[config.mk]
export PLATFORM = sky130hd
export DESIGN_NAME = nes_controller_reader
export DESIGN_NICKNAME = d
export VERILOG_FILES = /design/src/rtl/nes_controller_reader.sv
export SDC_FILE = /design/constraint.sdc
export NUM_CORES = 1
export LEC_CHECK = 0
export CORE_MARGIN = 4
export CORE_UTILIZATION = 55
export CTS_CLUSTER_DIAMETER = 80
export DETAILED_ROUTE_END_ITERATION = 10
export PLACE_DENSITY = 0.75
export SYNTH_ARGS = -nofsm -noshare
export SYNTH_HDL_FRONTEND = slang
export SYNTH_SLANG_ARGS = --single-unit
[constraint.sdc]
create_clock -name clock -period 2.8 [get_ports clock]
set_clock_uncertainty 0.05 [all_clocks]
set_input_delay 0.56 -clock clock [delete_from_list [all_inputs] [get_ports clock]]
set_output_delay 0.56 -clock clock [all_outputs]
set_load 0.1 [all_outputs]
[src/rtl/nes_controller_reader.sv]
// Polls an NES-style serial pad and presents its eight buttons as a registered, active-high vector.
// The vector is replaced only as a whole, in the single DONE cycle that ends each frame.
module nes_controller_reader #(
  parameter int unsigned CLK_DIV     = 300,
  parameter int unsigned POLL_PERIOD = 833333
) (
  input  logic       clock,
  input  logic       reset,
  input  logic       enable,
  input  logic       ctrl_data,
  output logic       ctrl_latch,
  output logic       ctrl_clk,
  output logic [7:0] controller,
  output logic       valid,
  output logic       busy
);

  localparam int unsigned LatchLen = 2 * CLK_DIV;
  localparam int unsigned MaxCount = (POLL_PERIOD > LatchLen) ? POLL_PERIOD : LatchLen;
  localparam int unsigned CntW     = (MaxCount > 2) ? $clog2(MaxCount) : 1;

  localparam logic [CntW-1:0] PollLast  = CntW'(POLL_PERIOD - 1);
  localparam logic [CntW-1:0] LatchLast = CntW'(LatchLen - 1);
  localparam logic [CntW-1:0] PhaseLast = CntW'(CLK_DIV - 1);

  typedef enum logic [2:0] {
    StIdle,
    StLatch,
    StLow,
    StHigh,
    StDone
  } state_e;

  state_e          state_q;
  logic [CntW-1:0] cnt_q;
  logic [2:0]      bit_q;
  logic [7:0]      shift_q;
  logic [1:0]      sync_q;
  logic            ctrl_latch_q;
  logic            ctrl_clk_q;
  logic [7:0]      controller_q;
  logic            valid_q;
  logic            busy_q;

  // Every output flop is written together with the state that it reflects, so each output is
  // already correct in the first cycle of that state.
  always_ff @(posedge clock) begin
    if (reset) begin
      state_q      <= StIdle;
      cnt_q        <= '0;
      bit_q        <= '0;
      shift_q      <= '0;
      sync_q       <= 2'b11;
      ctrl_latch_q <= 1'b0;
      ctrl_clk_q   <= 1'b0;
      controller_q <= '0;
      valid_q      <= 1'b0;
      busy_q       <= 1'b0;
    end else begin
      sync_q  <= {sync_q[0], ctrl_data};
      valid_q <= 1'b0;
      unique case (state_q)
        StIdle: begin
          if (!enable) begin
            cnt_q <= '0;
          end else if (cnt_q == PollLast) begin
            cnt_q        <= '0;
            state_q      <= StLatch;
            ctrl_latch_q <= 1'b1;
            busy_q       <= 1'b1;
          end else begin
            cnt_q <= cnt_q + 1'b1;
          end
        end
        StLatch: begin
          if (cnt_q == LatchLast) begin
            cnt_q        <= '0;
            bit_q        <= '0;
            state_q      <= StLow;
            ctrl_latch_q <= 1'b0;
          end else begin
            cnt_q <= cnt_q + 1'b1;
          end
        end
        StLow: begin
          if (cnt_q == PhaseLast) begin
            // Sample at the end of the low phase, when the pad has held the bit longest.
            cnt_q          <= '0;
            shift_q[bit_q] <= ~sync_q[1];
            state_q        <= StHigh;
            ctrl_clk_q     <= 1'b1;
          end else begin
            cnt_q <= cnt_q + 1'b1;
          end
        end
        StHigh: begin
          if (cnt_q == PhaseLast) begin
            cnt_q      <= '0;
            ctrl_clk_q <= 1'b0;
            if (bit_q == 3'd7) begin
              state_q      <= StDone;
              controller_q <= shift_q;
              valid_q      <= 1'b1;
            end else begin
              bit_q   <= bit_q + 3'd1;
              state_q <= StLow;
            end
          end else begin
            cnt_q <= cnt_q + 1'b1;
          end
        end
        StDone: begin
          cnt_q   <= '0;
          state_q <= StIdle;
          busy_q  <= 1'b0;
        end
        default: begin
          cnt_q   <= '0;
          state_q <= StIdle;
          busy_q  <= 1'b0;
        end
      endcase
    end
  end

  assign ctrl_latch = ctrl_latch_q;
  assign ctrl_clk   = ctrl_clk_q;
  assign controller = controller_q;
  assign valid      = valid_q;
  assign busy       = busy_q;

endmodule
-- Yosys cells after proc, flatten, opt, wreduce, memory -nomap -nowiden
Cells that the tools add are included.
Widths: inputs -> output; s select.
- register bits: 48
- output and inout port bits: 12
- logic and storage cells: 74
- $add $sub $neg: 2
- magnitude comparators: 2
- equal/unequal tests: 13
- muxes and demuxes: 28
- bitwise logic cells: 4
- reduce and logical (&&, ||, !) cells: 15
- operators with widths (cell ; count):
    $mux 20 ; 4
    $pmux 20 s3 ; 1
    $mux 3 ; 9
    $add 20x1->20 const B ; 1
    $eq 20x10->1 const B ; 1
    $eq 20x20->1 const B ; 1
    $eq 20x9->1 const B ; 1
    $ne 2x2->1 const B ; 6
    $pmux 3 s4 ; 1
    $reduce_and 3->1 ; 3
    $bwmux 8 ; 1
    $reduce_and 4->1 ; 2
    $mux 1 ; 7
    $eq 3x2->1 const B ; 2
    $pmux 1 s2 ; 3
    $pmux 3 s2 ; 1
    $reduce_bool 2->1 ; 3
    $reduce_or 3->1 ; 2
    $reduce_and 5->1 ; 1
    $lt 3x4->1 const B ; 1
    $not 1->1 ; 4
    $add 3x1->3 const B ; 1
    $demux 1 s3 ; 1
    $eq 3x1->1 const B ; 1
    6 further kinds ; 6

-- Longest topological paths before layout
- word-level depth: 5
- depth in mapped cells: 8

-- Least setup slack after synthesis
OpenSTA, ideal clock, no wires.
- path type: reg-to-reg
- start point: reg cnt_q[11]
- end point: reg bit_q[0]
- arrival time: 1864 ps
- required time: 2674 ps
- slack: 810 ps
- stages on the path, launching flop included: 6
- buffers on the path: 0
- period minus slack after synthesis: 1990 ps
- cell sequence: dfxtp_1 -> or4_4 -> and4bb_4 -> nand2_2 -> or4_1 -> o22ai_1
- cells in the longest elaborated chain, start to end: 3
- elaborated cells between the ends (all ways): 5
- RTL lines (what ; RTL line ; source):
    start: declaration ; 35 ; logic [CntW-1:0] cnt_q;
    start signal: assignment ; 72 ; cnt_q <= cnt_q + 1'b1;
    start signal: assignment ; 82 ; cnt_q <= cnt_q + 1'b1;
    start signal: assignment ; 93 ; cnt_q <= cnt_q + 1'b1;
    $eq 20x9->1 / $eq 20x10->1 (equally long branches) ; 97, 76 ;
    $ne 2x2->1 (no source line) ; -- ;
    $reduce_and 4->1 (no source line) * ; -- ;
    end signal: assignment ; 105 ; bit_q <= bit_q + 3'd1;
    end: declaration ; 36 ; logic [2:0] bit_q;
Mark *: on every way between the ends. The rest lies on a longest branch, timed or not.
A chain may end at the register's enable or synchronous reset.

-- Worst setup path in the final report
- start point: reg cnt_q[0]
- end point: reg controller_q[4], in the netlist controller[4]
- cells in the longest elaborated chain, start to end: 2
- RTL lines (what ; RTL line ; source):
    $eq 20x9->1 ; 97 ; if (cnt_q == PhaseLast) begin
    $reduce_and 3->1 (no source line) ; -- ;
    end signal: assignment ; 102 ; controller_q <= shift_q;
    end: declaration ; 41 ; logic [7:0] controller_q;
Every way passes these cells.

==> results by group <==
Detailed routing
  – Via count: 1742
  – Post-Route WL: 4280 um
  – Initial drt markers: 225
  – DRT Pass-1 Iters: 4
  – Routed vias/inst: 5.62
  – # DRC: 0
  – Final ANT Viol Nets: 0
  – Wire length per cell: 13.8 um

Yosys
  – Warnings from Yosys: 0
  – Post-Syn Area: 0.00222 mm^2
  – Register area share after synthesis: 43.3%
  – Adder-cell share of the synthesized area: 2.26%
  – Mux cell area share after synthesis: 4.51%
  – Largest area contributor in the netlist: dfxtp_1
  – Compound-Gate Fraction of Synth Area: 5.81%
  – Simple-gate share of the synthesized area: 32.9%
  – Synthesized flop and latch total: 48
  – Main combinational cell family by area after synthesis: simple AND/OR/NAND/NOR gates
  – Post-Syn Instances: 247
  – Post-synth cell types: 41
  – Mean Syn Cell Area: 8.98 um^2
  – Synth Area in XOR/XNOR: 7.11%
  – Syn_nets: 255
  – Most area-consuming cells after synthesis: dfxtp_1 (43%), nor2_1 (5.2%), mux2i_1 (4.5%), xor2_1 (4.0%), nand3b_1 (3.4%)
  – Share of the synthesized area in the top cell type: 43.3%

Cells and area
  – Most frequent cells in the layout: dfxtp_1 (48), nor2_1 (31), nand2_1 (16)
  – Finished Cell Area: 0.00247 mm^2
  – Nets: 269
  – Antenna diode count: 0
  – Final cell count without fillers: 310
  – Share of layout cells above drive strength 1: 12.6%
  – Commonest non-fill, non-tap cell in the layout: dfxtp_1
  – Layout area overhead: 11.2%
  – Final Core Density: 65.4%
  – Fill cells: 311

Clock network
  – Gates resized, CTS repair: 0
  – Cts-stage hold buffer count: 0
  – Clock Sinks: 48
  – CTS tree: yes
  – Skew-Pair Late Insertion Delay: 0.30 ns
  – H-tree depth: 2
  – Clock-pin slew on the worst setup and hold paths: 0.09 ns
  – Clock Tree Root: clkbuf_8
  – Total CTS buffers: 5
  – Clock buffer depth: 2
  – Setup bufs post-CTS: 0

Placed design
  – Placed cell count: 302
  – Area after DPL: 0.00235 mm^2
  – Count of input and output buffers: 15
  – Routability congestion estimate: 0.840
  – Dpl hpwl: 2960 um
  – Dpl ws: 0.420 ns

Pwr
  – Cell Pwr Density: 497 mW/mm^2
  – Leak: 0.873 nW
  – Maximum vdd drop: 269 uV
  – Power Total: 1.23 mW

Floorplan
  – Rows: 22
  – Die extent in x: 71.5 um
  – Core area: 0.00377 mm^2
  – Die area: 0.00511 mm^2
  – Vert. Die Dim: 71.5 um
  – Initial Utilization: 58.8%
  – I/O pins: 16

Setup path
  – Crit Path Category: reg -> reg
  – Crit Path Max Fanout: 16
  – Crit-path cells: ha_1 > nor4b_1 > and4bb_4 > nand4_1 > nand3b_1 > o21ai_0
  – Flop2flop setup slack: 0.38 ns
  – CP delay by family, top: simple AND/OR/NAND/NOR gates
  – Critical Path AT: 2.54 ns
  – Critical Path RT: 2.92 ns
  – CP max stage cell: nand4_1
  – Crit path launch type: register
  – Worst Path Buf+Inv: 0
  – Crit-path max cell delay: 0.49 ns
  – Setup crit end kind: register

Status
  – Status: completed

Worst hold path
  – Hold Crit Class: reg -> reg

Timing
  – Final period demand of the worst path: 2.42 ns
  – Fmax: 413 MHz
  – Hold WS: 0.375 ns
  – Worst-Margin Slew: 0.754 ns
  – Worst setup margin: 0.376 ns
  – Slew Limit Headroom: 49.3%
  – Final TNS setup: 0 ns
  – Endpoints failing setup: 0
  – Slew Limit Fails: 0
  – RSZ-0062 raised after global routing: false
  – Tcrit/Tclk final: 86.6%
  – Hold Vio Cnt, Final: 0

Global route
  – First-pass GRT wire length: 7290 um
  – Vias in the first global route: 1560
  – Maximum number of pins on one net before global-route repair: 31
  – Initial antenna violation count: 0
  – Gr usage total: 17.7%
  – GRT overflow: 0

Flow run
  – Max Cap Viol: 0
-- cell type report --
| cell class | count | area (um^2) | area share [%] |
|---|---|---|---|
| clock inverters | 3 | 47.5 | 1.93 |
| inverters | 4 | 15.0 | 0.609 |
| multi-input cells | 184 | 1170 | 47.5 |
| clock buffers | 5 | 68.8 | 2.79 |
| flip-flops and latches | 48 | 961 | 39.0 |
| well taps | 48 | 60.1 | 2.44 |
| repair buffers | 18 | 143 | 5.78 |
-- Yosys cell counts (all sizes together) --
| cell type | n |
|---|---|
| nor4bb | 1 |
| nor2b | 5 |
| o21ai | 9 |
| nor3 | 6 |
| a21boi | 1 |
| and2 | 1 |
| nor4b | 1 |
| or2b | 1 |
| and4 | 2 |
| xnor2 | 8 |
| and3b | 1 |
| or2 | 3 |
| and4b | 1 |
| buf | 8 |
| or4 | 2 |
| and3 | 5 |
| o22ai | 1 |
| nor2 | 31 |
| ha | 4 |
| nand3b | 10 |
| clkbuf | 3 |
| inv | 4 |
| o221a | 1 |
| nor3b | 5 |
| a31oi | 3 |
| nand3 | 12 |
| a21oi | 5 |
| xor2 | 10 |
| and4bb | 1 |
| nand4 | 9 |
| nand2 | 17 |
| dfxtp | 48 |
| mux2i | 10 |
| nand2b | 11 |
| a211oi | 2 |
| nor4 | 5 |
-- worst paths after layout --
check | start | to | cells past startpoint
hold reg to reg | sync_q[0] | sync_q[1] | 1
hold / removal | sync_q[0] | sync_q[1] | 1
setup reg to reg | cnt_q[0] | controller[4] | 6
setup / recovery | cnt_q[0] | controller[4] | 6
-- report_power, final --
group	switching, mW	internal [mW]	leakage (nW)
registers	0.00193	0.685	0.387
logic	0.0158	0.0147	0.428
clock network	0.240	0.269	0.0583
-- per-layer routing --
layer,GRT usage (%),part of all wire (%)
met1,26.0,53
met2,24.8,40
met5,0,0
met4,6.26,1.8
met3,4.63,4.6
-- kinds of logic (layout without fill, tap and decap cells) --
family	Yosys count	count (layout)
and+or+nand+nor	130	130
DFF	48	48
AOI/OAI and AO/OA	22	22
xor gates and xnor gates	18	18
buffers and inverters	15	30
muxes	10	10
adders and majority gates	4	4
-- sequential cells by signal, summed over array words and instances, names as in the netlist --
name / cells
ctrl_clk: 1
bit_q: 3
valid: 1
cnt_q: 20
state_q: 3
sync_q: 2
controller: 8
shift_q: 8
ctrl_latch: 1
busy: 1
(Power assumes the default switching activity.)
